===== config.mk =====
export PLATFORM = sky130hd
export DESIGN_NAME = scan_ctrl
export DESIGN_NICKNAME = d
export VERILOG_FILES = /design/src/rtl/scan_pkg.sv /design/src/rtl/next_chan.sv /design/src/rtl/scan_ctrl.sv
export SDC_FILE = /design/constraint.sdc
export NUM_CORES = 1
export LEC_CHECK = 0
export ABC_CLOCK_PERIOD_IN_PS = 5900
export CAP_MARGIN = 5
export CORE_MARGIN = 4
export CORE_UTILIZATION = 50
export DETAILED_ROUTE_END_ITERATION = 7
export PLACE_DENSITY = 0.83
export SYNTH_ARGS = -nofsm -noshare
export SYNTH_HDL_FRONTEND = slang
export SYNTH_SLANG_ARGS = --single-unit

===== constraint.sdc =====
create_clock -name clk -period 5.9 [get_ports clk]
set_clock_uncertainty 0.05 [all_clocks]
set_input_delay 1.18 -clock clk [delete_from_list [all_inputs] [get_ports clk]]
set_output_delay 1.18 -clock clk [all_outputs]
set_load 0.01 [all_outputs]

===== src/rtl/scan_pkg.sv =====
// Shared types and sizing for the channel scanner.
//   state_t  : scanner FSM states
//   NUM_CHAN : number of decoder channels scanned
//   CHAN_W   : width of a channel index
package scan_pkg;

  localparam int unsigned NUM_CHAN = 4;
  localparam int unsigned CHAN_W   = $clog2(NUM_CHAN);

  typedef enum logic [1:0] {
    IDLE  = 2'd0,
    BLANK = 2'd1,
    DRIVE = 2'd2
  } state_t;

endpackage : scan_pkg


===== src/rtl/next_chan.sv =====
// Next-unmasked-channel search (combinational).
//   cur    : current channel index
//   mask   : 1 = skip that channel
//   nxt_c  : next unmasked channel in ascending order, wrapping; cur if none
//   wrap_c : the step wrapped (next index not above cur, incl. single channel)
module next_chan
  import scan_pkg::*;
(
  input  logic [CHAN_W-1:0]   cur,
  input  logic [NUM_CHAN-1:0] mask,
  output logic [CHAN_W-1:0]   nxt_c,
  output logic                wrap_c
);

  logic              found;
  logic [CHAN_W-1:0] cand;

  // Probe cur+1 .. cur+NUM_CHAN; the last probe is cur itself, so a lone
  // unmasked channel selects itself.
  always_comb begin
    found = 1'b0;
    cand  = '0;
    nxt_c = cur;
    for (int unsigned k = 1; k <= NUM_CHAN; k++) begin
      cand = cur + CHAN_W'(k);
      if (!found && !mask[cand]) begin
        found = 1'b1;
        nxt_c = cand;
      end
    end
    wrap_c = found && (nxt_c <= cur);
  end

endmodule : next_chan


===== src/rtl/scan_ctrl.sv =====
// Round-robin channel scanner with break-before-make blanking.
//   clk, rst     : clock, synchronous active-high reset
//   start, stop  : level requests to begin / end scanning (stop wins)
//   dwell        : drive cycles per channel (0 acts as 1), sampled on DRIVE entry
//   mask         : 1 = skip channel, sampled at each channel advance
//   i0, i1       : registered channel select {i0,i1}
//   en           : registered decoder enable (high only in DRIVE)
//   busy         : registered, high when not IDLE
//   wrap         : registered one-cycle pulse when the index wraps
module scan_ctrl
  import scan_pkg::*;
#(
  parameter int unsigned DWELL_W = 4
) (
  input  logic               clk,
  input  logic               rst,
  input  logic               start,
  input  logic               stop,
  input  logic [DWELL_W-1:0] dwell,
  input  logic [3:0]         mask,
  output logic               i0,
  output logic               i1,
  output logic               en,
  output logic               busy,
  output logic               wrap
);

  state_t             state_q;
  state_t             state_d;
  logic [CHAN_W-1:0]  chan_q;
  logic [CHAN_W-1:0]  chan_d;
  logic [DWELL_W-1:0] cnt_q;
  logic [DWELL_W-1:0] cnt_d;
  logic               en_d;
  logic               busy_d;
  logic               wrap_d;

  logic [CHAN_W-1:0]  search_from;
  logic [CHAN_W-1:0]  nxt_chan;
  logic               nxt_wrap;
  logic               all_masked;

  assign all_masked = &mask;

  // From IDLE, searching after the top channel yields the lowest unmasked one.
  assign search_from = (state_q == IDLE) ? CHAN_W'(NUM_CHAN - 1) : chan_q;

  next_chan u_next_chan (
    .cur    (search_from),
    .mask   (mask),
    .nxt_c  (nxt_chan),
    .wrap_c (nxt_wrap)
  );

  // Next-state and next-output logic.
  always_comb begin
    state_d = state_q;
    chan_d  = chan_q;
    cnt_d   = cnt_q;
    wrap_d  = 1'b0;

    case (state_q)
      IDLE: begin
        if (start && !stop && !all_masked) begin
          state_d = BLANK;
          chan_d  = nxt_chan;
        end
      end

      BLANK: begin
        if (stop) begin
          state_d = IDLE;
        end else begin
          state_d = DRIVE;
          // cnt holds remaining DRIVE cycles minus one
          cnt_d   = (dwell == '0) ? '0 : dwell - DWELL_W'(1);
        end
      end

      DRIVE: begin
        if (stop) begin
          state_d = IDLE;
        end else if (cnt_q != '0) begin
          cnt_d = cnt_q - DWELL_W'(1);
        end else if (all_masked) begin
          state_d = IDLE;
        end else begin
          state_d = BLANK;
          chan_d  = nxt_chan;
          wrap_d  = nxt_wrap;
        end
      end

      default: begin
        state_d = IDLE;
      end
    endcase

    if (state_d == IDLE) begin
      cnt_d = '0;
    end

    en_d   = (state_d == DRIVE);
    busy_d = (state_d != IDLE);
  end

  // State and output registers.
  always_ff @(posedge clk) begin
    if (rst) begin
      state_q <= IDLE;
      chan_q  <= '0;
      cnt_q   <= '0;
      en      <= 1'b0;
      busy    <= 1'b0;
      wrap    <= 1'b0;
    end else begin
      state_q <= state_d;
      chan_q  <= chan_d;
      cnt_q   <= cnt_d;
      en      <= en_d;
      busy    <= busy_d;
      wrap    <= wrap_d;
    end
  end

  assign i0 = chan_q[1];
  assign i1 = chan_q[0];

endmodule : scan_ctrl


* Word-level counts from Yosys, hierarchy flattened
Cells that the tools add are included. Widths: inputs -> output; s select.
Cells by class: multiplexer cells 33, bitwise operators 1, $add $sub $neg 5, eq/ne operators 9, reduce and logical (&&, ||, !) cells 25, $lt $le $gt $ge 5
Operators with widths (number):
- $mux 2 | 13
- $mux 4 | 4
- $lt 2x3->1 const B | 4
- $ne 2x2->1 const B | 5
- $mux 1 | 9
- $bmux 1 s2 | 4
- $pmux 4 s2 | 1
- $reduce_and 4->1 | 2
- $sub 4x1->4 const B | 2
- $logic_not 1->1 | 7
- $logic_and 1x1->1 | 6
- $pmux 2 s3 | 1
- $reduce_bool 2->1 | 3
- $reduce_and 5->1 | 1
- $reduce_or 5->1 | 1
- $add 2x2->2 const B | 2
- $eq 2x2->1 const B | 2
- $logic_not 2->1 | 2
- $logic_not 4->1 | 1
- $pmux 2 s2 | 1
- $reduce_bool 4->1 | 1
- $add 2x1->2 const B | 1
- $eq 2x1->1 const B | 1
- $le 2x2->1 | 1
- 3 further kinds | 3
Storage, ports and cells: word-level logic and storage cells 84, register bits after elaboration 11, output and inout port bits 5

* Depth between registers and ports, before layout
depth after elaboration 18, depth in mapped cells 11, mapped depth without buffers 10

* Cells and area by module
From an unflattened synthesis, not the netlist that was laid out.
Unflattened totals: cells, all modules 86, area, all modules 767.0 um^2
By module, submodules not included:
- scan_ctrl | area each 625.6 um^2, times used 1, seq. area each 220.2 um^2, cells each 66
- next_chan | area each 141.4 um^2, times used 1, seq. area each 0.0 um^2, cells each 20

* Least setup slack after synthesis
No wires, ideal clock.
path kind in2reg, from input mask[0], to register wrap, stages 9, arrival time 2.551 ns, path buffers 0, required time 5.759 ns, path slack 3.208 ns, setup time 0.091 ns, cell sequence o31ai_1 > a22oi_4 > a31oi_4 > xor2_1 > ha_1 > inv_1 > a21oi_1 > a21oi_1 > nor4bb_1
Between the ends: cells in the longest elaborated chain, start to end 13
Ends and longest elaborated chain:
- start: declaration | RTL line scan_ctrl.sv:20 | input logic [3:0] mask,
- $bmux 1 s2 | RTL line next_chan.sv:26 | if (!found && !mask[cand]) begin
- $mux 1 (implied by the code) | RTL line next_chan.sv:26
- $logic_not 1->1 | RTL line next_chan.sv:26
- $logic_and 1x1->1 | RTL line next_chan.sv:26
- $mux 1 | RTL line next_chan.sv:26
- $logic_not 1->1 | RTL line next_chan.sv:26
- $logic_and 1x1->1 | RTL line next_chan.sv:26
- $mux 1 | RTL line next_chan.sv:26
- $logic_not 1->1 | RTL line next_chan.sv:26
- $logic_and 1x1->1 | RTL line next_chan.sv:26
- $mux 2 | RTL line next_chan.sv:26
- $le 2x2->1 | RTL line next_chan.sv:31 | wrap_c = found && (nxt_c <= cur);
- $logic_and 1x1->1 | RTL line next_chan.sv:31
- end signal: assignment | RTL line scan_ctrl.sv:122 | wrap <= wrap_d;
- end: declaration | RTL line scan_ctrl.sv:25 | output logic wrap
Parallel ways exist; a longest one is shown, timed or not. The select of a mux whose other input is x is not followed. A chain may end at the register's enable or synchronous reset.

* Worst setup path in the final report
Ends and elaborated chain as after synthesis.

==> implementation parameters <==
Parameter                              Value

Synthesis
  Fraction of registers with async set or reset after synthesis    0%
  Avg Synthesized Cell Area    ~8 um^2
  Flip-flop and latch count after synthesis    11
  Post-synthesis cell type with the largest combined area    dfxtp_1
  Post-Synthesis Cells    110
  Xor/xnor cell area share of the yosys netlist    less than 1%
  Top area cells in the synthesized netlist    dfxtp_1 (25%), nor2_1 (6.0%), a21oi_1 (5.1%)
  Cell area after synthesis    881 um^2
  Area share of the largest cell type after synthesis    between 20% and 30%
  Post-synthesis net count    125
  Share of synthesized area spent on multiplexers    under 10%
  Simple-gate share of the synthesized area    23.6%
  Count of unique library cells instantiated by Yosys    41
  Arithmetic-cell share of the synthesized area counting full adders, half adders and majority gates    4.26%
  Post-synthesis compound-gate area fraction    34.1%
  Syn. warnings    0
  Post-synth EDFFs    0
  Most instantiated flip-flop cell in the synthesis netlist    dfxtp_1
  Dominant combinational cell family by area after synthesis    compound AO/OA/AOI/OAI gates
  Share of the yosys chip area belonging to registers    roughly 25%

Drt
  Overall via count from detail_route    approximately 840
  Initial DRC Count    17
  Routed wire length    around 1.8 mm
  Mean number of vias per cell    approximately 6
  Residual DRC count    0
  Final routed wire length divided by cell count    13.2 um
  Final ANT Viol Nets    0
  Drt pass-1 iters    4

Clocking
  Post-CTS Hold Fix Bufs    0
  Source-to-sink clock delay at the later pin of the worst-skew pair    about 0.27 ns
  Clock-pin slew on the worst setup and hold paths    about 0.07 ns
  Clk root buf    clkbuf_4
  Clock H-tree levels    1
  Number of CTS-inserted buffers    3
  Clock tree from TritonCTS    yes
  Post-cts sizing count    0
  Number of buffers between clock root and the deepest sink    2
  Setup fix buffers added after clock tree synthesis    0
  Clk sink count    11

Global routing
  Global route overflow    0
  Via count of the first global-routing pass    approximately 700
  Largest net degree at the start of global routing    15
  Antenna violations before repair    0
  Gr usage total    roughly 16%
  First-pass GRT wire length    roughly 3.2 mm

Cells and area
  Final design area excluding fillers    approximately 1000 um^2
  Final nets    140
  Commonest cells after routing, fill and taps aside    clkdlybuf4s50_1 (16), nor2_1 (14), dfxtp_1 (11)
  Diodes inserted    0
  Relative area change from synthesis to final layout    18.3%
  Layout cells sized above 1    under 10%
  Most common library cell in the layout ignoring fill and taps    clkdlybuf4s50_1

Timing
  Relative max-transition margin    roughly two thirds
  Shortest clock period the worst path allows after layout    ~3.1 ns
  Number of setup violations in the final report    0
  Sum of negative setup slack    0 ns
  Final clock period utilization by the worst path    a little over half
  Setup repair after global routing missed its margin    no
  Count of pins over their slew limit    0
  Worst Tran Pin Value    roughly 0.47 ns
  Final hold vios    0
  Highest attainable clock frequency    318 MHz

Floorplanning
  Height of the chip    50.0 um
  Row Count    14
  Die Width    between 40 and 50 um
  Die area    2500 um^2
  Core region area    between 1500 and 2000 um^2
  Boundary Pins    17
  Initial core utilization    roughly 56%

Critical path
  Stages on the worst setup path    10
  Critical path, cell by cell    clkdlybuf4s50_1, o31ai_1, a22oi_4, a31oi_4, xor2_1, ha_1, inv_1, a21oi_1, a21oi_1, nor4bb_1
  Endpoint arrival time on the critical path    approximately 3.3 ns
  FF-to-FF setup slack    3.51 ns
  Largest stage delay, worst path    0.51 ns
  Worst Setup End Kind    flip-flop
  Critical path class    primary input to flip-flop
  Required time reported for the critical path endpoint    slightly above 6 ns
  CP Launch Type    primary input
  Cell with the largest stage delay on the worst path    clkdlybuf4s50_1
  Count of buffering cells on the critical path with inverters included    2
  Cell mode on critical path    a21oi_1
  Critical path fanouts, max    7
  Worst Reg2Reg Path Length in Cells    10
  Kind of cell with the highest combined delay on the critical path    compound AO/OA/AOI/OAI gates

Place
  Area of placed instances    about 1000 um^2
  Number of buffers inserted by port buffering    16
  Placer's final routability congestion estimate    ~0.83
  Detailed-placement wirelength estimate    approximately 1.4 mm

Pwr
  P_leak    ~0.38 nW
  Total power after layout    ~0.00018 W
  Pwr per Cell Area    roughly 180 nW/um^2
  Peak ir drop on the vdd network    ~0.099 mV

Status
  Outcome    complete, no violations

Hold path
  Min-delay worst type    flip-flop to flip-flop
  Number of cells on the worst hold path    2

Flow run
  Max-cap check violation count    0
-- per-stage QoR --
| step | setup slack, ns | std cells | hold slack [ns] | util (%) |
|---|---|---|---|---|
| 2_1_floorplan | 3.21 | 110 | 0.452 | - |
| 3_3_place_gp | 2.56 | 136 | 0.482 | 64.4 |
| 3_5_place_dp | 2.47 | 136 | 0.490 | 64.4 |
| 4_1_cts | 2.76 | 140 | 0.501 | 66.1 |
| 5_1_grt | 2.47 | 140 | 0.536 | 66.1 |
| 6_report | 2.75 | 140 | 0.506 | 66.1 |
-- cells by family (layout without fill, tap and decap cells) --
kind of cell	Yosys count	after routing
compound gates	40	40
xor+xnor	1	1
fa+ha+maj	3	3
buf+inv	14	28
flops	11	11
mux	3	3
simple gates	38	38
-- per-layer routing --
layer	wire length, um	global-route usage [%]	vias to the layer above
met5	0	0	-
li1	-	-	428
met3	92	3.31	2
met4	13	4.15	0
met1	942	23.5	386
met2	794	23.3	23
-- worst paths after layout --
kind,startpoint,endpoint
max reg2reg,state_q[1],wrap
max,mask[0],wrap
min,cnt_q[0],cnt_q[0]
min reg2reg,cnt_q[0],cnt_q[0]
-- tightest hold or removal path, delay by kind of cell (launching register included) --
| family | cells | cell delay [ns] |
|---|---|---|
| muxes | 1 | 0.13 |
| DFF | 1 | 0.34 |
| and+or+nand+nor | 1 | 0.05 |
-- layout make-up --
type                            count  area [um^2]
Sequential cell                    11          220
Inverter                            8         30.0
Clock buffer                        3         22.5
Tap cell                           16         20.0
Timing Repair Buffer               16          160
Multi-Input combinational cell     85          584
Fill cell                         128          534
Clock inverter                      1         5.00
-- flip-flops by register name, indices dropped and copies added (netlist names) --
| name | count |
|---|---|
| busy | 1 |
| state_q | 2 |
| chan_q | 2 |
| wrap | 1 |
| cnt_q | 4 |
| en | 1 |
-- cell usage after synthesis, types with 2 or more instances --
| master | n |
|---|---|
| a21oi_1 | 9 |
| a22oi_1 | 3 |
| a2bb2oi_1 | 2 |
| a31oi_1 | 3 |
| and2_1 | 2 |
| buf_4 | 2 |
| buf_6 | 2 |
| dfxtp_1 | 11 |
| ha_1 | 3 |
| inv_1 | 8 |
| mux2i_1 | 3 |
| nand2_1 | 5 |
| nand2b_1 | 4 |
| nor2_1 | 14 |
| nor3_1 | 3 |
| nor3b_1 | 2 |
| o21ai_0 | 9 |
| or3_1 | 2 |
-- power by group --
group / switching (W) / internal, W
logic: 0.0000239 / 0.0000258
registers: 0.00000542 / 0.0000762
clock network: 0.0000268 / 0.0000251
total: 0.0000561 / 0.000127
Note: power is estimated with default switching activity, not from simulation.
